File: src/rtl/ssp_uart_top.sv
`default_nettype none
// ============================================================================
// Module  : ssp_uart_top
// Brief   : 8-bit UART behind a 12-bit SSP register slave (UCR/USR/TDR/RDR/BRR)
// Rev     : 1.0  initial release
// ============================================================================
module ssp_uart_top #(
  parameter logic [11:0] BRR_RST = 12'd15
) (
  input  logic        Clk,
  input  logic        Rst,
  input  logic        SSP_SCK,
  input  logic        SSP_SSEL,
  input  logic        SSP_WnR,
  input  logic        SSP_EOC,
  input  logic [2:0]  SSP_RA,
  input  logic [11:0] SSP_DI,
  output logic [11:0] SSP_DO,
  input  logic        RxD,
  output logic        TxD,
  output logic        IRQ
);

  typedef enum logic [2:0] {
    ST_IDLE  = 3'd0,
    ST_START = 3'd1,
    ST_DATA  = 3'd2,
    ST_PAR   = 3'd3,
    ST_STOP  = 3'd4
  } uart_state_e;

  logic [11:0] ucr_q, ucr_d, brr_q, brr_d;
  logic [7:0]  thr_q, thr_d;
  logic        thr_full_q, thr_full_d;
  uart_state_e tx_state_q, tx_state_d;
  logic [11:0] tx_cnt_q, tx_cnt_d, tx_len_q, tx_len_d;
  logic [2:0]  tx_bit_q, tx_bit_d;
  logic [7:0]  tx_shift_q, tx_shift_d;
  logic        tx_par_q, tx_par_d, txd_q, txd_d;
  uart_state_e rx_state_q, rx_state_d;
  logic [11:0] rx_cnt_q, rx_cnt_d, rx_len_q, rx_len_d;
  logic [2:0]  rx_bit_q, rx_bit_d;
  logic [7:0]  rx_shift_q, rx_shift_d, rx_byte_q, rx_byte_d;
  logic        rx_par_q, rx_par_d;
  logic        rx_s1_q, rx_s2_q, rx_prev_q;
  logic        rx_rdy_q, rx_rdy_d, ovr_q, ovr_d, ferr_q, ferr_d, perr_q, perr_d;
  logic        irq_q, irq_d;

  logic        unused_sck;
  logic        wr_cmt, rd_usr, rd_rdr, par_en, par_even, rx_in, rx_fall;
  logic        tx_tick, rx_tick, rx_par_exp;
  logic [11:0] rx_half, usr;

  assign unused_sck = SSP_SCK;
  assign wr_cmt     = SSP_SSEL & SSP_EOC & SSP_WnR;
  assign rd_usr     = SSP_SSEL & SSP_EOC & ~SSP_WnR & (SSP_RA == 3'd1);
  assign rd_rdr     = SSP_SSEL & SSP_EOC & ~SSP_WnR & (SSP_RA == 3'd3);
  assign par_en     = ucr_q[3] ^ ucr_q[2];
  assign par_even   = ucr_q[3];
  assign rx_in      = ucr_q[7] ? txd_q : RxD;
  assign rx_fall    = rx_prev_q & ~rx_s2_q;
  assign tx_tick    = (tx_cnt_q == tx_len_q);
  assign rx_tick    = (rx_cnt_q == rx_len_q);
  assign rx_half    = 12'(({1'b0, rx_len_q} + 13'd1) >> 1);
  assign rx_par_exp = par_even ? ^rx_shift_q : ~^rx_shift_q;
  assign usr        = {6'h00, perr_q, ferr_q, ovr_q, rx_rdy_q, ~thr_full_q,
                       (tx_state_q != ST_IDLE)};
  assign TxD        = txd_q;
  assign IRQ        = irq_q;

  always_comb begin
    SSP_DO = 12'h000;
    if (SSP_SSEL && !SSP_WnR) begin
      case (SSP_RA)
        3'd0:    SSP_DO = ucr_q;
        3'd1:    SSP_DO = usr;
        3'd3:    SSP_DO = {4'h0, rx_byte_q};
        3'd4:    SSP_DO = brr_q;
        default: SSP_DO = 12'h000;
      endcase
    end
  end

  always_comb begin
    ucr_d = ucr_q;  brr_d = brr_q;  thr_d = thr_q;  thr_full_d = thr_full_q;
    tx_state_d = tx_state_q;  tx_cnt_d = tx_cnt_q;  tx_len_d = tx_len_q;
    tx_bit_d = tx_bit_q;  tx_shift_d = tx_shift_q;  tx_par_d = tx_par_q;  txd_d = txd_q;
    rx_state_d = rx_state_q;  rx_cnt_d = rx_cnt_q;  rx_len_d = rx_len_q;
    rx_bit_d = rx_bit_q;  rx_shift_d = rx_shift_q;  rx_byte_d = rx_byte_q;  rx_par_d = rx_par_q;
    rx_rdy_d = rx_rdy_q;  ovr_d = ovr_q;  ferr_d = ferr_q;  perr_d = perr_q;

    if (wr_cmt) begin
      case (SSP_RA)
        3'd0: ucr_d = SSP_DI;
        3'd2: if (!thr_full_q) begin thr_d = SSP_DI[7:0]; thr_full_d = 1'b1; end
        3'd4: brr_d = SSP_DI;
        default: ;
      endcase
    end
    if (rd_usr) begin ovr_d = 1'b0; ferr_d = 1'b0; perr_d = 1'b0; end
    if (rd_rdr) rx_rdy_d = 1'b0;

    // Bit length is latched at each boundary so BRR writes never stretch the current bit.
    if (tx_state_q != ST_IDLE) begin
      tx_cnt_d = tx_tick ? 12'd0 : tx_cnt_q + 12'd1;
      tx_len_d = tx_tick ? brr_q : tx_len_q;
    end
    case (tx_state_q)
      ST_IDLE: begin
        txd_d = 1'b1;
        if (ucr_q[0] && thr_full_q) begin
          tx_shift_d = thr_q;
          tx_par_d   = par_even ? ^thr_q : ~^thr_q;
          thr_full_d = 1'b0;
          tx_state_d = ST_START;
          tx_cnt_d   = 12'd0;
          tx_len_d   = brr_q;
          txd_d      = 1'b0;
        end
      end
      ST_START: if (tx_tick) begin
        tx_state_d = ST_DATA;  tx_bit_d = 3'd0;  txd_d = tx_shift_q[0];
      end
      ST_DATA: if (tx_tick) begin
        if (tx_bit_q == 3'd7) begin
          tx_bit_d = 3'd0;
          if (par_en) begin tx_state_d = ST_PAR;  txd_d = tx_par_q; end
          else        begin tx_state_d = ST_STOP; txd_d = 1'b1;     end
        end else begin
          tx_bit_d   = tx_bit_q + 3'd1;
          tx_shift_d = {1'b0, tx_shift_q[7:1]};
          txd_d      = tx_shift_q[1];
        end
      end
      ST_PAR: if (tx_tick) begin tx_state_d = ST_STOP; txd_d = 1'b1; end
      ST_STOP: if (tx_tick) begin
        if (ucr_q[4] && tx_bit_q == 3'd0) tx_bit_d = 3'd1;
        else                              tx_state_d = ST_IDLE;
      end
      default: tx_state_d = ST_IDLE;
    endcase

    if (rx_state_q != ST_IDLE) rx_cnt_d = rx_cnt_q + 12'd1;
    case (rx_state_q)
      ST_IDLE: if (ucr_q[1] && rx_fall) begin
        // The fall is seen one cycle into the start bit, so the count starts at 1.
        rx_state_d = ST_START;  rx_cnt_d = 12'd1;  rx_len_d = brr_q;
      end
      ST_START: if (rx_cnt_q >= rx_half) begin
        rx_cnt_d = 12'd0;  rx_len_d = brr_q;  rx_bit_d = 3'd0;
        rx_state_d = rx_s2_q ? ST_IDLE : ST_DATA;
      end
      ST_DATA: if (rx_tick) begin
        rx_cnt_d   = 12'd0;  rx_len_d = brr_q;
        rx_shift_d = {rx_s2_q, rx_shift_q[7:1]};
        rx_bit_d   = rx_bit_q + 3'd1;
        if (rx_bit_q == 3'd7) rx_state_d = par_en ? ST_PAR : ST_STOP;
      end
      ST_PAR: if (rx_tick) begin
        rx_cnt_d = 12'd0;  rx_len_d = brr_q;  rx_par_d = rx_s2_q;  rx_state_d = ST_STOP;
      end
      ST_STOP: if (rx_tick) begin
        rx_state_d = ST_IDLE;
        if (rx_rdy_d) ovr_d = 1'b1;
        else begin rx_byte_d = rx_shift_q; rx_rdy_d = 1'b1; end
        if (!rx_s2_q) ferr_d = 1'b1;
        if (par_en && (rx_par_q != rx_par_exp)) perr_d = 1'b1;
      end
      default: rx_state_d = ST_IDLE;
    endcase

    irq_d = (ucr_d[5] & rx_rdy_d) | (ucr_d[6] & ~thr_full_d);
  end

  always_ff @(posedge Clk) begin
    if (Rst) begin
      ucr_q <= 12'h000;  brr_q <= BRR_RST;  thr_q <= 8'h00;  thr_full_q <= 1'b0;
      tx_state_q <= ST_IDLE;  tx_cnt_q <= 12'd0;  tx_len_q <= 12'd0;  tx_bit_q <= 3'd0;
      tx_shift_q <= 8'h00;  tx_par_q <= 1'b0;  txd_q <= 1'b1;
      rx_state_q <= ST_IDLE;  rx_cnt_q <= 12'd0;  rx_len_q <= 12'd0;  rx_bit_q <= 3'd0;
      rx_shift_q <= 8'h00;  rx_byte_q <= 8'h00;  rx_par_q <= 1'b0;
      rx_s1_q <= 1'b1;  rx_s2_q <= 1'b1;  rx_prev_q <= 1'b1;
      rx_rdy_q <= 1'b0;  ovr_q <= 1'b0;  ferr_q <= 1'b0;  perr_q <= 1'b0;  irq_q <= 1'b0;
    end else begin
      ucr_q <= ucr_d;  brr_q <= brr_d;  thr_q <= thr_d;  thr_full_q <= thr_full_d;
      tx_state_q <= tx_state_d;  tx_cnt_q <= tx_cnt_d;  tx_len_q <= tx_len_d;  tx_bit_q <= tx_bit_d;
      tx_shift_q <= tx_shift_d;  tx_par_q <= tx_par_d;  txd_q <= txd_d;
      rx_state_q <= rx_state_d;  rx_cnt_q <= rx_cnt_d;  rx_len_q <= rx_len_d;  rx_bit_q <= rx_bit_d;
      rx_shift_q <= rx_shift_d;  rx_byte_q <= rx_byte_d;  rx_par_q <= rx_par_d;
      rx_s1_q <= rx_in;  rx_s2_q <= rx_s1_q;  rx_prev_q <= rx_s2_q;
      rx_rdy_q <= rx_rdy_d;  ovr_q <= ovr_d;  ferr_q <= ferr_d;  perr_q <= perr_d;  irq_q <= irq_d;
    end
  end

endmodule
`default_nettype wire

File: config.mk
export PLATFORM = sky130hd
export DESIGN_NAME = ssp_uart_top
export DESIGN_NICKNAME = d
export VERILOG_FILES = /design/src/rtl/ssp_uart_top.sv
export SDC_FILE = /design/constraint.sdc
export NUM_CORES = 1
export LEC_CHECK = 0
export CAP_MARGIN = 20
export CORE_MARGIN = 5
export CORE_UTILIZATION = 65
export CTS_CLUSTER_DIAMETER = 50
export DETAILED_ROUTE_END_ITERATION = 8
export GPL_TIMING_DRIVEN = 0
export PLACE_DENSITY = 0.86
export SYNTH_ARGS = -nofsm -noshare
export SYNTH_HDL_FRONTEND = slang
export SYNTH_SLANG_ARGS = --single-unit
File: constraint.sdc
create_clock -name Clk -period 4.7 [get_ports Clk]
set_input_delay 0.705 -clock Clk [delete_from_list [all_inputs] [get_ports Clk]]
set_output_delay 0.705 -clock Clk [all_outputs]
set_load 0.03 [all_outputs]
# == Word level (Yosys, flattened, before mapping) ==
# Cells that the tools add are included.
# word_totals
inputBits,22
output_inout_bits,14
elab_cells,197
reg_bits,128
# op_classes
n_reduce_logical,36
n_bitwise,15
n_addsub,5
n_eq_ne,33
muxes,80
order_cmp,1
# ops
operator,count
2-to-1 mux 12 bit,16
case mux 12 bit (3 select lines),2
2-to-1 mux 3 bit,21
case mux 12 bit (4 select lines),1
"!= test 2 bit, second input constant",15
case mux 3 bit (5 select lines),2
2-to-1 mux 1 bit,28
"adder 12 x 1 -> 12 bit, second input constant",2
== test 12 bit,2
2-to-1 mux 8 bit,3
"== test 3 x 2 -> 1 bit, second input constant",6
case mux 8 bit (2 select lines),1
XNOR reduction 8 bit,2
parity 8 bit,2
"== test 3 bit, second input constant",5
2-to-1 mux 7 bit,2
"adder 12 x 1 -> 13 bit, second input constant",1
greater-or-equal comparator 12 bit,1
zero test 3 bit,4
AND reduction 4 bit,3
nonzero test 3 bit,4
AND reduction 2 bit,5
"== test 3 x 1 -> 1 bit, second input constant",3
case mux 3 bit (3 select lines),1
19 further kinds,38

# == Logic depth before layout (Yosys ltp) ==
# logic_depth
ltp_word,8
mapped_depth,13
mapped_depth_nobuf,12

# == Worst setup path before layout ==
# OpenSTA, ideal clock, no wires.
# synth_timing
kind,reg-to-reg
startpoint,register rx_len_q[2]
endpoint,register rx_len_q[10]
synth_period_minus_slack_ns,3.029
slack_ns,1.671
t_required_ns,4.572
t_arrival_ns,2.901
setup_ns,0.128
n_path_buf,1
path_stages_with_launch,14
cell_sequence,dfxtp_1 > and3_1 > and2_1 > and3_1 > nand2_1 > xor2_1 > ha_1 > nand2_1 > o21ai_0 > or2_2 > o211ai_1 > buf_2 > mux2i_1 > nor2_1
# synth_via
elab_chain_len,4
elab_cells_between_ends,6
classes_between,1 x add/sub; 1 x order compare; 3 x eq/ne; 1 x reduce/logical
# synth_lines
item,line,rtl
start: declaration,41,"logic [11:0] rx_cnt_q, rx_cnt_d, rx_len_q, rx_len_d;"
start signal: assignment,188,rx_state_q <= rx_state_d; rx_cnt_q <= rx_cnt_d; rx_len_q <= rx_len_d; rx_bit_q <= rx_bit_d;
adder 12 x 1 -> 13 bit,64,"assign rx_half = 12'(({1'b0, rx_len_q} + 13'd1) >> 1);"
greater-or-equal comparator 12 bit,149,ST_START: if (rx_cnt_q >= rx_half) begin
!= test 2 bit (no source line),n/a,
AND reduction 4 bit (no source line) *,n/a,
# Mark *: on every way between the ends. The rest lies on a longest branch, timed or not.
# A chain may end at the register's enable or synchronous reset.

# == Final worst setup path ==
# layout_timing
startpoint,input port SSP_RA[1]
endpoint,output port SSP_DO[5]
# layout_via
elab_chain_len,3
elab_cells_between_ends,6
classes_between,3 x eq/ne; 2 x mux; 1 x reduce/logical
# layout_lines
item,line,rtl
start: declaration,16,"input logic [2:0] SSP_RA,"
== test 3 bit (tied with other cells),74,case (SSP_RA)
case mux 12 bit (4 select lines) *,74,
2-to-1 mux 12 bit *,73,if (SSP_SSEL && !SSP_WnR) begin
end: declaration,18,"output logic [11:0] SSP_DO,"
# Marks and branches as above.

==> qor.csv <==
stage,metric,value,unit
outcome,status,"complete, but fails checks",
outcome,failing checks,design-rule violations,
clock_tree,CTS max path bufs,2,
global_routing,vias in the first global route,5882,
global_routing,grt met1 use,41.1,%
min_path,Hold Crit Class,flip-flop to flip-flop,
power,Comb pwr share,14.2,%
logic_synthesis,largest family of logic cells by synthesized area,simple AND/OR/NAND/NOR gates,
placement,Routability Congestion,0.903,
critical_path,Crit Path Category,input port to output pin,
timing,Final Max Slew Viols,0,
logic_synthesis,Post-Synth XOR/XNOR Area,7.63,%
clock_tree,hold buffers post-CTS,0,
logic_synthesis,Yosys warnings,0,
clock_tree,"Clk pin slew, worst setup/hold paths",0.06,ns
placement,HPWL after DPL,12500,um
global_routing,GRT Total Usage,31.9,%
logic_synthesis,post-synthesis cell type count,54,
logic_synthesis,Post-synth EDFFs,0,
floorplan,Initial Util,66.7,%
clock_tree,CTS sink cnt,128,
critical_path,CP Max Fanout,10,
power,Seq pwr share,39.5,%
global_routing,M2 GR Usage,51.3,%
placement,I/O Buffers,33,
layout,Layout area overhead,16.9,%
critical_path,worst reg2reg endpoint,rx_len_q[3],
drt,Via Count,6210,
clock_tree,# resized after CTS,0,
timing,setup violators final,0,
floorplan,core area,9820,um2
power,Peak VDD IR,0.288,mV
logic_synthesis,Syn Inst Count,770,
logic_synthesis,Synth Area in Compound Gates,13.6,%
logic_synthesis,Post-Synthesis Cell Area,6550,um2
floorplan,die area,12200,um2
timing,Final WS setup,0.575,ns
layout,post-layout util,77.9,%
global_routing,initial antenna violation count,0,
placement,Setup WS pre-CTS,0.738,ns
critical_path,CP Capture Point,SSP_DO[5],
critical_path,Critical Path Start,SSP_RA[1],
clock_tree,H-tree level count,4,
logic_synthesis,Post-synth top cells,"128 x dfxtp_1, 112 x nor2_1, 83 x nand2_1",
power,Internal Power,2.12,mW
clock_tree,Clk Tree Root Cell,clkbuf_8,
drt,WL per Instance,19.3,um
layout,n_diodes,0,
power,clock share of power,46.3,%
logic_synthesis,cell accounting for the most synthesized area,dfxtp_1,
logic_synthesis,Synth Area in Adders,4.01,%
timing,"Hold Violations, Final",0,
logic_synthesis,"count leader, synth",dfxtp_1,
layout,share of cells above drive strength 1,5.87,%
logic_synthesis,multiplexer area fraction after synthesis,10.4,%
clock_tree,TritonCTS buffer count,17,
critical_path,r2r startpoint,rx_len_q[2],
clock_tree,Clock Latency Late Sink,0.53,ns
logic_synthesis,syn_nets,813,
clock_tree,CTS tree,built,
layout,# nets final,865,
drt,final WL,18700,um
drt,remaining antenna violation count,0,
logic_synthesis,syn_area_per_cell,8.50,um2
global_routing,GRT overflow,0,
timing,Tcrit/Tclk final,87.8,%
critical_path,Arrival @ worst endpoint,3.42,ns
power,total net switching power,0.814,mW
logic_synthesis,share of the synthesized area in the top cell type,39.2,%
timing,Peak Freq,0.242,GHz
timing,Max Clock Skew,0.00879,ns
drt,Iteration-0 DRC Markers,798,
logic_synthesis,Post-Synth Simple-Gate Area,22.3,%
drt,TritonRoute pass-1 iters,8,
timing,final setup TNS,0,ns
drt,DRC Markers,1,
global_routing,GRT Max-Usage Layer,met2,
global_routing,GR Util met3,6.17,%
drt,vias per cell,6.42,
logic_synthesis,post-synthesis sequential area ratio,39.2,%
logic_synthesis,top_reg_cell synth,dfxtp_1,
floorplan,std cell rows,36,
layout,Layout fillers,659,
floorplan,die height,110,um
floorplan,io pins,36,
clock_tree,# Post-CTS Setup Buffers,0,
critical_path,"Req. time, crit path",3.99,ns
global_routing,first-pass GRT wire length,29900,um
power,Lkg Pwr,3.01,nW
logic_synthesis,largest cells by area after synthesis,"dfxtp_1 39%, mux2i_1 9.3%, nor2_1 6.4%",
timing,Worst-Margin Slew,0.918,ns
timing,relative slew slack,38.0,%
critical_path,Worst Setup Start Kind,input port,
global_routing,largest net degree at the start of global routing,17,
critical_path,Setup crit end kind,output pin,
timing,RSZ-0062 raised after global routing,no,
critical_path,Worst R2R Setup Slack,0.91,ns
critical_path,R2R cell count,13,
run,max cap viols,0,
power,pwr dens,383,nW/um2
power,switching share of power,27.8,%
timing,Period minus WS final,4.12,ns
logic_synthesis,Yosys reg bits,128,
floorplan,Die Wd,110,um
logic_synthesis,ys async rst share,0,%
sequential cells by signal (all words and copies together) (netlist names), 3 cells and up:
signal,count
brr_q,12
ucr_q,12
rx_cnt_q,12
rx_len_q,12
tx_bit_q,3
rx_byte_q,8
tx_len_q,12
rx_state_q,3
rx_shift_q,8
tx_shift_q,8
tx_cnt_q,12
rx_bit_q,3
tx_state_q,3
thr_q,8
worst max-delay path, stage by stage:
cell and delay (ns):
clkdlybuf4s50_1 0.52, clkbuf_1 0.27, nor2_1 0.21, clkbuf_1 0.39, a22oi_1 0.21, nor2_1 0.14
a31oi_1 0.06, nor2_1 0.19, clkdlybuf4s50_1 0.71
final cells by class:
class | count | area [um2] | share of cell area [%]
multi-input combinational | 590 | 3780 | 49.5
sequential | 128 | 2560 | 33.5
clock buffer | 20 | 455 | 5.95
timing repair buffer | 33 | 330 | 4.32
tap | 133 | 166 | 2.17
buffer | 42 | 160 | 2.09
clock inverter | 12 | 156 | 2.04
inverter | 10 | 37.5 | 0.490
routing by layer:
layer	vias up	wire (um)	share of wire, %
li1	2852	-	-
met1	2873	7470	40
met2	389	8850	47
met3	96	1610	8.6
met4	0	785	4.2
met5	-	0	0
how the worst min path moves through the flow:
| stage | cells past startpoint | end | slack, ns | start |
|---|---|---|---|---|
| floorplan | 1 | rx_s2_q | 0.39 | rx_s1_q |
| global placement | 1 | rx_s2_q | 0.44 | rx_s1_q |
| detailed placement | 1 | rx_s2_q | 0.43 | rx_s1_q |
| CTS | 1 | rx_s2_q | 0.46 | rx_s1_q |
| global route | 1 | rx_s2_q | 0.47 | rx_s1_q |
| finish | 1 | rx_s2_q | 0.46 | rx_s1_q |
per-stage QoR:
stage | instances | power [mW] | instance area [um2] | hold WS, ns
2_1_floorplan | 770 | 1.45 | 6550 | 0.389
3_3_place_gp | 936 | 1.55 | 7040 | 0.440
3_5_place_dp | 936 | 1.56 | 7040 | 0.428
4_1_cts | 968 | 2.91 | 7650 | 0.459
5_1_grt | 968 | 3.02 | 7650 | 0.473
6_report | 968 | 2.93 | 7650 | 0.464
cells in the final DEF, fill, tap and decap left out, types with 22 or more instances in the layout:
cell             instances
xnor2_1                 31
a21oi_1                 44
dfxtp_1                128
o21ai_0                 22
nand2_1                 83
xor2_1                  26
nand3_1                 25
clkdlybuf4s50_1         33
mux2i_1                 61
nor2_1                 112
clkbuf_1                39
cell families (layout without fill, tap and decap cells):
group / count (synthesis) / after routing
AOI/OAI and AO/OA: 134 / 134
xor gates and xnor gates: 57 / 57
adders and majority gates: 21 / 21
DFF: 128 / 128
and+or+nand+nor: 311 / 311
muxes: 67 / 67
buffers and inverters: 52 / 117
power groups by stage:
stage	sequential, mW	clock [mW]	combinational, mW
floorplan	1.17	0	0.277
global placement	1.18	0	0.372
detailed placement	1.18	0	0.387
CTS	1.16	1.36	0.400
global route	1.16	1.42	0.441
finish	1.16	1.36	0.415
Note: power is estimated with default switching activity, not from simulation.
